==> config.mk <==
export PLATFORM = sky130hd
export DESIGN_NAME = package_serializer
export DESIGN_NICKNAME = d
export VERILOG_FILES = /design/src/rtl/package_serializer_pkg.sv /design/src/rtl/package_checksum_acc.sv /design/src/rtl/package_serializer.sv
export SDC_FILE = /design/constraint.sdc
export NUM_CORES = 1
export LEC_CHECK = 0
export BUFFER_PORTS_ARGS = -buffer_cell sky130_fd_sc_hd__buf_2
export CORE_UTILIZATION = 40
export DETAILED_ROUTE_END_ITERATION = 7
export HOLD_SLACK_MARGIN = 0.1
export SLEW_MARGIN = 20
export SYNTH_ARGS = -nofsm -noshare
export SYNTH_HDL_FRONTEND = slang
export SYNTH_HIERARCHICAL = 1
export SYNTH_SLANG_ARGS = --single-unit
==> constraint.sdc <==
create_clock -name clk -period 8.5 [get_ports clk]
set_input_delay 0.85 -clock clk [delete_from_list [all_inputs] [get_ports clk]]
set_output_delay 0.85 -clock clk [all_outputs]
set_load 0.02 [all_outputs]
==> src/rtl/package_serializer_pkg.sv <==
// Shared constants and state encoding for the window-to-package serializer.
package package_serializer_pkg;

  localparam logic [7:0]  START_BYTE   = 8'h55;
  localparam logic [7:0]  FUNC_BASE    = 8'h51;
  localparam int unsigned PACKAGE_SIZE = 11;
  localparam int unsigned PACKAGE_NUM  = 4;

  // Byte positions inside one package; data bytes sit between FUNC and SUM.
  localparam int unsigned BYTE_START = 0;
  localparam int unsigned BYTE_FUNC  = 1;
  localparam int unsigned BYTE_SUM   = 10;

  typedef enum logic [0:0] {
    StIdle,
    StSend
  } state_e;

endpackage

==> src/rtl/package_checksum_acc.sv <==
// 8-bit modulo-256 accumulator used to build the per-package checksum.
module package_checksum_acc (
  input  logic       clk,
  input  logic       rst,
  input  logic       clr_i,
  input  logic       add_en_i,
  input  logic [7:0] byte_i,
  output logic [7:0] sum_o
);

  logic [7:0] sum_q;

  // Clear has priority over add so a package boundary always starts from zero.
  always_ff @(posedge clk) begin
    if (rst || clr_i) begin
      sum_q <= 8'h00;
    end else if (add_en_i) begin
      sum_q <= sum_q + byte_i;
    end
  end

  assign sum_o = sum_q;

endmodule

==> src/rtl/package_serializer.sv <==
// Splits a captured window into fixed-size packages (start, func, data, checksum)
// and streams them byte by byte into a ready/valid request FIFO.
module package_serializer #(
  parameter int unsigned WINDOW_WIDTH = 256,
  parameter int unsigned PACKAGE_SIZE = package_serializer_pkg::PACKAGE_SIZE,
  parameter int unsigned PACKAGE_NUM  = package_serializer_pkg::PACKAGE_NUM,
  parameter logic [7:0]  START_BYTE   = package_serializer_pkg::START_BYTE,
  parameter logic [7:0]  FUNC_BASE    = package_serializer_pkg::FUNC_BASE
) (
  input  logic                    clk,
  input  logic                    rst,
  input  logic [WINDOW_WIDTH-1:0] data_i,
  input  logic                    data_vld,
  output logic                    data_rdy,
  output logic [7:0]              fifo_data_o,
  output logic                    fifo_data_vld,
  input  logic                    fifo_data_rdy,
  output logic                    busy,
  output logic                    done
);

  import package_serializer_pkg::*;

  localparam int unsigned DataPerPkg = PACKAGE_SIZE - 3;
  localparam int unsigned ByteW = (PACKAGE_SIZE > 1) ? $clog2(PACKAGE_SIZE) : 1;
  localparam int unsigned PkgW  = (PACKAGE_NUM > 1) ? $clog2(PACKAGE_NUM) : 1;

  if (WINDOW_WIDTH != PACKAGE_NUM * DataPerPkg * 8) begin : g_width_check
    $error("WINDOW_WIDTH must equal PACKAGE_NUM*(PACKAGE_SIZE-3)*8");
  end

  state_e                  state_q, state_d;
  logic [ByteW-1:0]        byte_cnt_q, byte_cnt_d;
  logic [PkgW-1:0]         pkg_cnt_q, pkg_cnt_d;
  logic [WINDOW_WIDTH-1:0] capture_q;
  logic                    done_q, done_d;
  logic                    accept, fire, last_byte, last_pkg;
  logic                    sum_clr, sum_add;
  logic [7:0]              sum, tx_byte;

  assign accept    = (state_q == StIdle) && data_vld;
  assign fire      = (state_q == StSend) && fifo_data_rdy;
  assign last_byte = (byte_cnt_q == ByteW'(PACKAGE_SIZE - 1));
  assign last_pkg  = (pkg_cnt_q == PkgW'(PACKAGE_NUM - 1));

  // Next-state logic: counters advance only when the FIFO takes the current byte.
  always_comb begin
    state_d    = state_q;
    byte_cnt_d = byte_cnt_q;
    pkg_cnt_d  = pkg_cnt_q;
    done_d     = 1'b0;
    unique case (state_q)
      StIdle: begin
        if (data_vld) begin
          state_d    = StSend;
          byte_cnt_d = '0;
          pkg_cnt_d  = '0;
        end
      end
      StSend: begin
        if (fifo_data_rdy) begin
          if (last_byte) begin
            byte_cnt_d = '0;
            if (last_pkg) begin
              state_d   = StIdle;
              pkg_cnt_d = '0;
              done_d    = 1'b1;
            end else begin
              pkg_cnt_d = pkg_cnt_q + 1'b1;
            end
          end else begin
            byte_cnt_d = byte_cnt_q + 1'b1;
          end
        end
      end
      default: state_d = StIdle;
    endcase
  end

  // State, counters and window capture; reset aborts any window in flight.
  always_ff @(posedge clk) begin
    if (rst) begin
      state_q    <= StIdle;
      byte_cnt_q <= '0;
      pkg_cnt_q  <= '0;
      capture_q  <= '0;
      done_q     <= 1'b0;
    end else begin
      state_q    <= state_d;
      byte_cnt_q <= byte_cnt_d;
      pkg_cnt_q  <= pkg_cnt_d;
      done_q     <= done_d;
      if (accept) begin
        capture_q <= data_i;
      end
    end
  end

  // Checksum restarts on window accept and after each package's final byte.
  assign sum_clr = accept || (fire && last_byte);
  assign sum_add = fire && !last_byte;

  package_checksum_acc u_checksum (
    .clk      (clk),
    .rst      (rst),
    .clr_i    (sum_clr),
    .add_en_i (sum_add),
    .byte_i   (tx_byte),
    .sum_o    (sum)
  );

  // Byte mux: purely from registered state, so no path from either ready/valid input.
  always_comb begin
    int unsigned             idx;
    logic [WINDOW_WIDTH-1:0] shifted;
    tx_byte = 8'h00;
    idx     = 0;
    shifted = '0;
    if (state_q == StSend) begin
      if (byte_cnt_q == ByteW'(BYTE_START)) begin
        tx_byte = START_BYTE;
      end else if (byte_cnt_q == ByteW'(BYTE_FUNC)) begin
        tx_byte = FUNC_BASE + 8'(pkg_cnt_q);
      end else if (last_byte) begin
        tx_byte = sum;
      end else begin
        // Window byte 0 is the MSB byte, so shift it up to the top and take it.
        idx     = 32'(pkg_cnt_q) * DataPerPkg + 32'(byte_cnt_q) - 32'd2;
        shifted = capture_q << (8 * idx);
        tx_byte = shifted[WINDOW_WIDTH-1 -: 8];
      end
    end
  end

  assign fifo_data_o   = tx_byte;
  assign fifo_data_vld = (state_q == StSend);
  assign busy          = (state_q == StSend);
  assign data_rdy      = (state_q == StIdle);
  assign done          = done_q;

endmodule

==> metrics.md, run 1 <==
| Metric | Value |
|---|---|
| Clock tree buffer depth | `3` |
| Hold_buf cts | `0` |
| Initial antenna violation count | `0` |
| Setup bufs post-CTS | `0` |
| Post-synth EDFFs | `0` |
| Met3 track demand over resource | `2.95%` |
| Routed WL per cell | `17.2 um` |
| Worst path cell trace | `inv_1 -> ha_1 -> inv_1 -> fa_1 -> inv_1 -> a221oi_1 -> o21ai_0 -> a2111oi_0 -> a221o_1 -> buf_2` |
| Top Usage Layer GRT | `met2` |
| Fmax | `201 MHz` |
| Final hold vios | `0` |
| Placed Area | `13600 um2` |
| Most common cell after layout, fill and taps aside | `nand2_1` |
| Clock skew | `18.3 ps` |
| Layout Cells excl Fill | `2041` |
| Status | `complete, no violations` |
| Share of cells above drive strength 1 | `24.0%` |
| CTS Buf Count | `29` |
| Leak | `5.73 nW` |
| RSZ-0062 raised after global routing | `no` |
| Final setup fails | `0` |
| Grt met2 use | `36.3%` |
| Via count | `10639` |
| Flops & latches, synth | `272` |
| Antenna-violating nets left | `0` |
| Startpoint types | `register` |
| Worst-Skew Late Latency | `550 ps` |
| CP max stage cell | `fa_1` |
| Post-layout min period | `4970 ps` |
| Syn avg cell area | `8.44 um2` |
| Post-synthesis sequential area ratio | `45.0%` |
| Net Count, Synth | `1711` |
| Core area | `29700 um2` |
| Starting Density | `40.8%` |
| Port Buffer Count | `271` |
| Number of global-route vias before repair | `10021` |
| Final instance area | `14500 um2` |
| CP Capture Type | `output pin` |
| Via density | `5.21` |
| Max-Cap Viols | `0` |
| Hold Crit Class | `reg2reg` |
| CTS tree | `yes` |
| Worst Path Max Fanout | `15` |
| Synth Cell Area | `12100 um2` |
| # nets final | `1908` |
| Std cell rows | `63` |
| Syn-to-layout area delta | `19.4%` |
| First-pass GRT wire length | `54500 um` |
| TNS Setup | `0 ps` |
| PwrDens | `204 nW/um2` |
| Total track usage | `22.4%` |
| CP delay by family, top | `adder cells` |
| Worst EP required | `7650 ps` |
| Slew headroom | `26.9%` |
| FFs w/ async S/R, synth | `0%` |
| Largest net degree at the start of global routing | `189` |
| Gpl congestion | `0.862` |
| DRT Wirelength | `35000 um` |
| Number of gates resized after CTS | `0` |
| Crit path to | `fifo_data_o[5]` |
| H-tree levels | `1` |
| Clock sinks | `272` |
| Post-Synthesis Cells | `1435` |
| Placed insts | `1991` |
| Synthesis warning total | `6` |
| Setup Crit Path Kind | `reg2out` |
| Slew at the pin with the worst max-slew slack | `1100 ps` |
| Die Area | `31000 um2` |
| Peak supply drop | `0.133 mV` |
| Met1 Use GR | `31.3%` |
| Synth Flop Type | `dfxtp_1` |
| Worst R2R Setup Slack | `3790 ps` |
| Remaining global-route overflow | `0` |
| Ports | `272` |
| Reg2Reg Depth | `15` |
| Max Slew Vio Count | `0` |
| CP Buf/Inv Count | `4` |
| Most frequent cells in the layout | `531 x nand2_1, 273 x a21oi_1, 270 x dfxtp_1, 270 x buf_2, 61 x mux4_2` |
| Library cells used by synthesis | `52` |
| Clock transition at the registers of the reported paths | `60 ps` |
| Most common cell on crit path | `inv_1` |
| Die width | `176 um` |
| First-pass DRT Iterations | `5` |
| WP depth | `10` |
| Root buf cell | `clkbuf_16` |
| Critical path arrival | `4120 ps` |
| R2R Path End | `u_checksum/sum_o[7]$_SDFFE_PP0P_` |
| Drt drc | `0` |
| Tcrit/Tclk final | `58.5%` |
| Iteration-0 DRC Markers | `817` |
| Worst path max stage delay | `950 ps` |
| Die H | `176 um` |
| Crit path from | `pkg_cnt_q[0]$_SDFFE_PP0P_` |
| Dpl hpwl | `24600 um` |
| Crit Reg-Reg Startpoint | `pkg_cnt_q[0]$_SDFFE_PP0P_` |
| Ant. Diodes | `0` |
## synth_stat cells (all sizes together), types with 9 or more instances
master,count,area [um2]
a21oi,274,1380
buf,25,176
clkbuf,90,338
dfxtp,272,5450
ha,14,175
inv,15,56.3
mux2i,29,290
mux4,61,1370
nand2,531,1990
nor2,13,48.8
nor2b,9,58.8
nor3b,9,67.6
o21ai,10,50.1
## metrics by stage
step,util (%),total power [mW],worst slack [ps],hold WS (ps)
after floorplan,-,1.63,4360,433
after global placement,45.6,1.76,3860,438
after detailed placement,45.6,1.77,3840,443
after CTS,48.7,2.99,3470,452
after global routing,48.7,3.09,3190,466
final,48.7,2.96,3530,450
## power breakdown
part / total (mW) / internal (mW) / leakage (nW) / switching, mW
sequential: 1.39 / 1.35 / 2.23 / 0.0475
combinational: 0.345 / 0.147 / 3.05 / 0.198
clock: 1.22 / 0.712 / 0.450 / 0.507
## how the worst min path moves through the flow
stage	depth (start not counted)	from	to
final	2	capture_q[37]$_SDFFE_PP0P_	capture_q[37]$_SDFFE_PP0P_
after global placement	2	capture_q[208]$_SDFFE_PP0P_	capture_q[208]$_SDFFE_PP0P_
after detailed placement	2	capture_q[37]$_SDFFE_PP0P_	capture_q[37]$_SDFFE_PP0P_
after global routing	2	capture_q[183]$_SDFFE_PP0P_	capture_q[183]$_SDFFE_PP0P_
after floorplan	2	capture_q[0]$_SDFFE_PP0P_	capture_q[0]$_SDFFE_PP0P_
after CTS	2	capture_q[166]$_SDFFE_PP0P_	capture_q[166]$_SDFFE_PP0P_
## cell type report
| class | instances | area, um2 |
|---|---|---|
| Fill cell | 2973 | 15300 |
| Multi-Input combinational cell | 1033 | 6110 |
| Sequential cell | 272 | 5450 |
| Timing Repair Buffer | 281 | 1450 |
| Clock buffer | 40 | 797 |
| Tap cell | 390 | 488 |
| Clock inverter | 10 | 106 |
| Inverter | 15 | 56.3 |
## flip-flops by register name (all words and copies together) (netlist names)
name	count
u_checksum/sum_o	8
pkg_cnt_q	2
done	1
byte_cnt_q	4
capture_q	256
busy	1
## logic make-up (layout without fill, tap and decap cells)
logic type,count (synthesis),after routing,synth area share (%)
multiplexers,94,94,14.1
buffers and inverters,130,346,4.71
AND/OR/NAND/NOR,589,589,19.3
flip-flops,272,272,45.0
AO/OA/AOI/OAI,328,328,14.7
adder cells (fa/ha/maj),16,16,1.78
XOR/XNOR,6,6,0.434
## routing by layer
layer / wire length [um] / vias to the layer above
met5: 0 / -
met4: 844 / 0
met3: 1850 / 47
met2: 16400 / 311
met1: 15900 / 5013
li1: - / 5268
## worst reg2reg max path, cell delays in order, from the launching register on
cell      delay (ps)
dfxtp_1          400
inv_1             70
ha_1             270
inv_1             60
fa_1             950
inv_1            420
a221oi_1         370
o21ai_0          130
a211o_1          330
a31oi_1          290
ha_1             340
a21oi_2          220
a211oi_1         110
or3_1            340
and3_1           180
mux2i_1          110
No activity file was read; power rests on OpenSTA's default activity.
==> run 2: changes to the inputs <==
==> constraint.sdc (replaced) <==
create_clock -name clk -period 4.3 [get_ports clk]
set_input_delay 0.43 -clock clk [delete_from_list [all_inputs] [get_ports clk]]
set_output_delay 0.43 -clock clk [all_outputs]
set_load 0.02 [all_outputs]
==> metrics.md, run 2 (same netlist as run 1, synthesis figures left out) <==
| Metric | Value |
|---|---|
| Final setup fails | `0 (unchanged)` |
| Worst path cell trace | `inv_1 -> ha_1 -> inv_1 -> fa_1 -> clkinvlp_4 -> a221oi_1 -> o21ai_0 -> a211o_1 -> a31oi_1 -> ha_1 -> a21oi_2 -> a211oi_1 -> or3_1 -> and3_1 -> mux2i_1 (was inv_1 -> ha_1 -> inv_1 -> fa_1 -> inv_1 -> a221oi_1 -> o21ai_0 -> a2111oi_0 -> a221o_1 -> buf_2)` |
| Startpoint types | `register (unchanged)` |
| CP max stage cell | `fa_1 (unchanged)` |
| First-pass GRT wire length | `54500 um (about the same)` |
| Hold Crit Class | `in2reg (was reg2reg)` |
| Most flop-heavy register | `capture_q (unchanged)` |
| Slew at the pin with the worst max-slew slack | `926 ps (was 1100 ps)` |
| Syn-to-layout area delta | `21.5% (was 19.4%)` |
| Number of global-route vias before repair | `9998 (was 10021)` |
| Iteration-0 DRC Markers | `770 (was 817)` |
| Total track usage | `22.4% (about the same)` |
| Worst Path Max Fanout | `6 (was 15)` |
| Drt drc | `0 (unchanged)` |
| Via density | `5.20 (was 5.21)` |
| Crit Reg-Reg Startpoint | `byte_cnt_q[3]$_SDFFE_PP0P_ (was pkg_cnt_q[0]$_SDFFE_PP0P_)` |
| Remaining global-route overflow | `0 (unchanged)` |
| Setup Crit Path Kind | `reg2reg (was reg2out)` |
| Max reg flops | `256 (unchanged)` |
| Tcrit/Tclk final | `95.8%` |
| Largest net degree at the start of global routing | `169 (was 189)` |
| Core area | `29700 um2 (unchanged)` |
| Slew headroom | `38.3% (was 26.9%)` |
| Peak supply drop | `0.314 mV (was 0.133 mV)` |
| Die width | `176 um (unchanged)` |
| Final hold vios | `0 (unchanged)` |
| Fmax | `243 MHz` |
| Hold_sp | `data_i[213] (was capture_q[37]$_SDFFE_PP0P_)` |
| CP Capture Type | `register (was output pin)` |
| Std cell rows | `63 (unchanged)` |
| Initial antenna violation count | `1 (was 0)` |
| Gpl congestion | `0.890 (was 0.862)` |
| H-tree levels | `1 (unchanged)` |
| Root buf cell | `clkbuf_16 (unchanged)` |
| CP Buf/Inv Count | `3 (was 4)` |
| Routed WL per cell | `17.2 um (about the same)` |
| Status | `complete, no violations (unchanged)` |
| Die H | `176 um (unchanged)` |
| Clock transition at the registers of the reported paths | `60 ps (about the same)` |
| CP delay by family, top | `compound AO/OA/AOI/OAI gates (was adder cells)` |
| # nets final | `1922 (was 1908)` |
| PwrDens | `409 nW/um2 (was 204 nW/um2)` |
| Max-Cap Viols | `0 (unchanged)` |
| Ant. Diodes | `0 (unchanged)` |
| Clock tree buffer depth | `3 (unchanged)` |
| Setup WS pre-CTS | `262 ps (was 3840 ps)` |
| Crit path from | `byte_cnt_q[3]$_SDFFE_PP0P_ (was pkg_cnt_q[0]$_SDFFE_PP0P_)` |
| First-pass DRT Iterations | `5 (unchanged)` |
| Post-layout min period | `4120 ps` |
| Most frequent cells in the layout | `531 x nand2_1, 273 x a21oi_1, 270 x dfxtp_1, 270 x buf_2, 61 x mux4_2 (unchanged)` |
| DRT Wirelength | `35400 um (was 35000 um)` |
| CTS Buf Count | `29 (unchanged)` |
| CTS tree | `yes (unchanged)` |
| Dpl hpwl | `24700 um (was 24600 um)` |
| Starting Density | `40.8% (unchanged)` |
| Leak | `5.83 nW (was 5.73 nW)` |
| Antenna-violating nets left | `0 (unchanged)` |
| Via count | `10701 (was 10639)` |
| Final worst setup slack | `179 ps (was 3530 ps)` |
| Critical path arrival | `4550 ps (was 4120 ps)` |
| Share of cells above drive strength 1 | `24.8% (was 24.0%)` |
| Die Area | `31000 um2 (unchanged)` |
| Port Buffer Count | `271 (unchanged)` |
| Worst EP required | `4730 ps (was 7650 ps)` |
| Most common cell after layout, fill and taps aside | `nand2_1 (unchanged)` |
| Max Slew Vio Count | `0 (unchanged)` |
| Worst-Skew Late Latency | `540 ps (was 550 ps)` |
| Clock skew | `11.7 ps (was 18.3 ps)` |
| Ports | `272 (unchanged)` |
| Hold WS | `121 ps (was 450 ps)` |
| Clock sinks | `272 (unchanged)` |
| Worst path max stage delay | `630 ps (was 950 ps)` |
run 2: final cells by class:
cell class,instances,area [um2]
clock buffer,42,815
sequential,272,5450
inverter,15,60.1
timing repair buffer,294,1620
timing repair inverter,1,5.00
multi-input combinational,1033,6130
tap,390,488
fill,2950,15000
clock inverter,10,153
run 2: path summary, 6_finish.rpt:
check / to / slack (ps) / depth (start not counted)
worst min register to register: capture_q[11]$_SDFFE_PP0P_ / 450 / 2
worst min-delay path: capture_q[213]$_SDFFE_PP0P_ / 120 / 3
worst max register to register: u_checksum/sum_o[7]$_SDFFE_PP0P_ / 180 / 15
worst max-delay path: u_checksum/sum_o[7]$_SDFFE_PP0P_ / 180 / 15
run 2: worst register-to-register path, delay by kind of cell, from the launching register on:
kind	cells	cell delay, ps
fa+ha+maj	3	1240
mux	1	110
compound gates	6	1370
flops	1	360
buf+inv	3	390
simple gates	2	530
run 2: where the power goes:
| part | switching [mW] | leakage, nW | total, mW | internal [mW] |
|---|---|---|---|---|
| registers | 0.0819 | 2.23 | 2.74 | 2.66 |
| clock network | 1.01 | 0.473 | 2.55 | 1.55 |
| logic | 0.410 | 3.12 | 0.716 | 0.306 |
run 2: stage by stage:
step           area, um2  setup TNS [ps]  cells  utilization [%]  power (mW)
2_1_floorplan      12100               0   1435                -        3.21
3_3_place_gp       13700               0   2001             46.1        3.50
3_5_place_dp       13700               0   2001             46.1        3.51
4_1_cts            14700               0   2054             49.4        6.06
5_1_grt            14700           -30.1   2057             49.5        6.25
6_report           14700               0   2057             49.5        6.01
run 2: per-layer routing:
layer	vias to the layer above	global-route usage [%]	share of wire, %
li1	5294	-	-
met1	5037	31.6	46
met2	314	36.2	46
met3	54	3.17	5.6
met4	2	5.25	2.3
met5	-	0	0.037
run 2: timing repair:
| item | 4_1_cts | 5_1_grt |
|---|---|---|
| resized for setup | 0 | 3 |
| endpoints found under the setup margin | 0 | 1 |
| hold buffers | 1 | 0 |
| setup buffers | 0 | 2 |
| endpoints found under the hold margin | 1 | 0 |
